--- src/rtl/edge_pkg.sv ---
// ============================================================================
// Module   : edge_pkg
// Brief    : Shared edge-mode encoding and logic-level constants.
// Revision : 1.0
// ============================================================================
`default_nettype none

package edge_pkg;

    typedef enum logic [1:0] {
        NONE = 2'd0,
        RISE = 2'd1,
        FALL = 2'd2,
        BOTH = 2'd3
    } edge_mode_t;

    localparam logic LOW  = 1'b0;
    localparam logic HIGH = 1'b1;

endpackage

`default_nettype wire

--- src/rtl/edge_filter_channel.sv ---
// ============================================================================
// Module   : edge_filter_channel
// Brief    : One channel: debounce filter, edge pulses, sticky pending flag
//            and saturating event counter.
// Revision : 1.0
// ============================================================================
`default_nettype none

module edge_filter_channel
    import edge_pkg::*;
#(
    parameter int FILTER_CYCLES = 4,
    parameter int COUNT_WIDTH   = 8
) (
    input  logic                   clk,
    input  logic                   reset,
    input  logic                   level,
    input  edge_mode_t             mode,
    input  logic                   clear,
    output logic                   filtered,
    output logic                   pos_edge,
    output logic                   neg_edge,
    output logic                   pending,
    output logic [COUNT_WIDTH-1:0] count
);

    localparam int STAB_W = $clog2(FILTER_CYCLES + 1);
    localparam logic [STAB_W-1:0] C_STAB_LAST = STAB_W'(FILTER_CYCLES - 1);

    logic                   filtered_q, filtered_d;
    logic [STAB_W-1:0]      stab_q, stab_d;
    logic                   pos_edge_q, pos_edge_d;
    logic                   neg_edge_q, neg_edge_d;
    logic                   pending_q, pending_d;
    logic [COUNT_WIDTH-1:0] count_q, count_d;
    logic                   w_qualify;

    always_comb begin
        filtered_d = filtered_q;
        stab_d     = stab_q;
        pos_edge_d = 1'b0;
        neg_edge_d = 1'b0;
        if (level == filtered_q) begin
            stab_d = '0;
        end else if (stab_q == C_STAB_LAST) begin
            filtered_d = level;
            stab_d     = '0;
            pos_edge_d = (level == HIGH);
            neg_edge_d = (level == LOW);
        end else begin
            stab_d = stab_q + 1'b1;
        end
    end

    // Mode is sampled only while a pulse is present, so changing it never rewrites history.
    assign w_qualify = (pos_edge_q & ((mode == RISE) | (mode == BOTH)))
                     | (neg_edge_q & ((mode == FALL) | (mode == BOTH)));

    always_comb begin
        pending_d = (pending_q & ~clear) | w_qualify;
        count_d   = count_q;
        if (clear) begin
            count_d = w_qualify ? COUNT_WIDTH'(1) : '0;
        end else if (w_qualify && (count_q != {COUNT_WIDTH{1'b1}})) begin
            count_d = count_q + 1'b1;
        end
    end

    always_ff @(posedge clk) begin
        if (reset) begin
            filtered_q <= LOW;
            stab_q     <= '0;
            pos_edge_q <= 1'b0;
            neg_edge_q <= 1'b0;
            pending_q  <= 1'b0;
            count_q    <= '0;
        end else begin
            filtered_q <= filtered_d;
            stab_q     <= stab_d;
            pos_edge_q <= pos_edge_d;
            neg_edge_q <= neg_edge_d;
            pending_q  <= pending_d;
            count_q    <= count_d;
        end
    end

    assign filtered = filtered_q;
    assign pos_edge = pos_edge_q;
    assign neg_edge = neg_edge_q;
    assign pending  = pending_q;
    assign count    = count_q;

endmodule

`default_nettype wire

--- src/rtl/edge_event_unit.sv ---
// ============================================================================
// Module   : edge_event_unit
// Brief    : Multi-channel edge-event block with a shared interrupt line.
// Revision : 1.0
// ============================================================================
`default_nettype none

module edge_event_unit
    import edge_pkg::*;
#(
    parameter int CHANNELS      = 8,
    parameter int FILTER_CYCLES = 4,
    parameter int COUNT_WIDTH   = 8
) (
    input  logic                            clk,
    input  logic                            reset,
    input  logic [CHANNELS-1:0]             level,
    input  logic [2*CHANNELS-1:0]           mode,
    input  logic [CHANNELS-1:0]             clear,
    output logic [CHANNELS-1:0]             filtered,
    output logic [CHANNELS-1:0]             pos_edge,
    output logic [CHANNELS-1:0]             neg_edge,
    output logic [CHANNELS-1:0]             pending,
    output logic [CHANNELS*COUNT_WIDTH-1:0] count,
    output logic                            irq
);

    for (genvar i = 0; i < CHANNELS; i++) begin : g_chan
        edge_filter_channel #(
            .FILTER_CYCLES (FILTER_CYCLES),
            .COUNT_WIDTH   (COUNT_WIDTH)
        ) u_chan (
            .clk      (clk),
            .reset    (reset),
            .level    (level[i]),
            .mode     (edge_mode_t'(mode[2*i +: 2])),
            .clear    (clear[i]),
            .filtered (filtered[i]),
            .pos_edge (pos_edge[i]),
            .neg_edge (neg_edge[i]),
            .pending  (pending[i]),
            .count    (count[i*COUNT_WIDTH +: COUNT_WIDTH])
        );
    end

    assign irq = |pending;

endmodule

`default_nettype wire
--- config.mk ---
export PLATFORM = sky130hd
export DESIGN_NAME = edge_event_unit
export DESIGN_NICKNAME = d
export VERILOG_FILES = /design/src/rtl/edge_pkg.sv /design/src/rtl/edge_filter_channel.sv /design/src/rtl/edge_event_unit.sv
export SDC_FILE = /design/constraint.sdc
export NUM_CORES = 1
export LEC_CHECK = 0
export BUFFER_PORTS_ARGS = -buffer_cell sky130_fd_sc_hd__buf_4
export CORE_ASPECT_RATIO = 1.1
export CORE_MARGIN = 2
export CORE_UTILIZATION = 55
export CTS_BUF_LIST = sky130_fd_sc_hd__clkbuf_4 sky130_fd_sc_hd__clkbuf_8
export CTS_CLUSTER_DIAMETER = 30
export DETAILED_ROUTE_END_ITERATION = 10
export GPL_ROUTABILITY_DRIVEN = 0
export PLACE_DENSITY = 0.82
export SLEW_MARGIN = 30
export SYNTH_ARGS = -nofsm -noshare
export SYNTH_HDL_FRONTEND = slang
export SYNTH_SLANG_ARGS = --single-unit
--- constraint.sdc ---
create_clock -name clk -period 3.4 [get_ports clk]
set_clock_uncertainty 0.1 [all_clocks]
set_input_delay 1.02 -clock clk [delete_from_list [all_inputs] [get_ports clk]]
set_output_delay 1.02 -clock clk [all_outputs]
set_load 0.05 [all_outputs]
==> results.sh <==
export IMPL_worst_pin_slew_ns=0.490
export IMPL_synth_top_cells_by_count="dfxtp_1 (120), nor2_1 (78), a21oi_1 (42)"
export IMPL_cts_setup_buffers=0
export IMPL_power_density_nw_per_um2=443
export IMPL_dieArea_um2=10500
export IMPL_fin_cells=814
export IMPL_rsz0062_at_grt="no"
export IMPL_wl_per_cell_um=14.2
export IMPL_worstPathMaxFanout=3
export IMPL_maxCapViolCount=0
export IMPL_p_leak_uw=0.00289
export IMPL_clk_latency_ns=0.42
export IMPL_tns_ns=0
export IMPL_utilization_pct=71.0
export IMPL_yosysTopAreaCellShare_pct=44.9
export IMPL_port_buffers=130
export IMPL_row_count=37
export IMPL_n_antenna_cell=0
export IMPL_drt_vias_per_instance=5.62
export IMPL_dominantRegCellSynth="dfxtp_1"
export IMPL_crit_slowest_cell="dfxtp_1"
export IMPL_synth_top_cell_by_area="dfxtp_1"
export IMPL_grt_usage_pct=21.9
export IMPL_grt_pass1_wl_um=18800
export IMPL_synth_area_leaders="dfxtp_1 (45%), ha_1 (5.6%), nor2_1 (5.5%)"
export IMPL_syn_nets=630
export IMPL_final_cell_area_um2=6670
export IMPL_arrival_ns=1.35
export IMPL_grt_ovfl_total=0
export IMPL_antenna_left=0
export IMPL_grt_max_degree=49
export IMPL_die_x_um=98.1
export IMPL_cts_sinks=120
export IMPL_startpoint_type="flop"
export IMPL_drtPass1Iterations=5
export IMPL_dp_hpwl_um=8530
export IMPL_area_delta_synth_final_pct=24.6
export IMPL_hp_class="flop to flop"
export IMPL_vias=4573
export IMPL_syn_avg_cell_area_um2=9.36
export IMPL_hold_viol_final=0
export IMPL_synth_cell_area_um2=5360
export IMPL_first_global_vias=4348
export IMPL_drv_slew=0
export IMPL_synth_most_common_cell="dfxtp_1"
export IMPL_htreeDepth=4
export IMPL_fin_crit_ns=2.47
export IMPL_cts_made_buffers=17
export IMPL_critPathBufInv=1
export IMPL_setup_viol=0
export IMPL_synth_seq_cells=120
export IMPL_dpl_cell_count=782
export IMPL_synth_warnings=0
export IMPL_slew_headroom_pct=67.3
export IMPL_power_uw=2950
export IMPL_ir_worst_vdd_v=0.000257
export IMPL_wl_um=11600
export IMPL_pin_count=131
export IMPL_worstPathRequired_ns=2.28
export IMPL_ys_seq_area_share_pct=44.9
export IMPL_clockRootBuffer="clkbuf_8"
export IMPL_antenna_found_initial=0
export IMPL_dpl_cell_area_um2=6220
export IMPL_finalCritPeriodShare_pct=72.5
export IMPL_max_stage_delay_ns=0.37
export IMPL_synth_edff_count=0
export IMPL_die_h_um=107
export IMPL_fillerInstances=693
export IMPL_num_nets_final=742
export IMPL_clk_path_buf_depth=2
export IMPL_holdBufCountCts=0
export IMPL_drive_gt1_share_pct=25.8
export IMPL_path_cells="nor4_1 > nand2_1 > buf_4"
export IMPL_cts_resized=0
export IMPL_cts_tree="yes"
export IMPL_critPathKind="flop to output pin"
export IMPL_start_util_pct=57.0
export IMPL_clk_pin_slew_worst_paths_ns=0.07
export IMPL_crit_family="flip-flops"
export IMPL_status="finished clean"
export IMPL_async_flop_share_pct=0
export IMPL_fmax_mhz=406
export IMPL_drtIter0Drc=277
export IMPL_syn_inst=572
export IMPL_end_kind="output pin"
export IMPL_ys_types=39
export IMPL_drcViolationCount=0
export IMPL_coreArea_um2=9400
## worst register-to-register path, stage by stage (launching register included)
cell	delay [ns]
dfxtp_1	0.38
ha_1	0.28
nand4_2	0.15
nand2_1	0.13
or4_1	0.49
a21oi_1	0.16
## metrics by stage
stage / setup WS [ns] / hold slack [ns]
floorplan: 1.34 / 0.299
global placement: 0.946 / 0.307
detailed placement: 0.912 / 0.314
CTS: 0.900 / 0.326
global route: 0.833 / 0.334
finish: 0.934 / 0.323
## logic make-up after synthesis
logic type	after synthesis	synth area share, %
AND/OR/NAND/NOR	200	20.6
flip-flops	120	44.9
AO/OA/AOI/OAI	110	13.5
buffers and inverters	70	7.15
XOR/XNOR	30	4.91
adder cells (fa/ha/maj)	24	5.61
multiplexers	18	3.36
## path summary, 6_finish.rpt
check                                   from  slack (ns)  cells past startpoint                          to
setup reg to reg   g_chan[1].u_chan.count[0]        1.63                      5   g_chan[1].u_chan.count[5]
setup / recovery    g_chan[1].u_chan.pending        0.93                      3                         irq
hold / removal    g_chan[5].u_chan.stab_q[0]        0.32                      1  g_chan[5].u_chan.stab_q[0]
hold reg to reg   g_chan[5].u_chan.stab_q[0]        0.32                      1  g_chan[5].u_chan.stab_q[0]
## layer usage
| metal | part of all wire (%) | global-route usage [%] |
|---|---|---|
| met1 | 41 | 24.5 |
| met2 | 52 | 39.1 |
| met5 | 0 | 0 |
| met4 | 1.2 | 9.72 |
| met3 | 5.2 | 5.45 |
## registers in the layout, summed over array words and instances, names as in the netlist
register and cells:
g_chan.u_chan.stab_q 24, g_chan.u_chan.pending 8, g_chan.u_chan.pos_edge 8, g_chan.u_chan.neg_edge 8, g_chan.u_chan.count 64, g_chan.u_chan.filtered 8
## layout by cell type, fill, tap and decap left out, types with 9 or more instances in the layout
cell type and n:
mux2i_1 18, nand2_1 21, nor4bb_1 16, o211ai_1 12, o21ai_0 18, ha_1 24, clkbuf_8 18, dfxtp_1 120
nand4_1 15, xnor2_1 10, buf_4 131, a21oi_1 42, inv_1 32, and3_1 9, nand3_1 17, or3_1 22
xor2_1 20, nor2_1 78
## cell type report
class                   count  area [µm²]  share of cell area, %
clock buffers              19         255                   3.83
clock inverters            13         193                   2.89
inverters                  32         120                   1.80
multi-input cells         382        2570                   38.5
flip-flops and latches    120        2400                   36.0
well taps                 117         146                   2.19
repair buffers            131         983                   14.7
## power by group
group	internal [µW]	switching (µW)	total (µW)
registers	1420	6.48	1420
logic	48.5	62.7	111
clock network	837	584	1420
(Power assumes the default switching activity.)
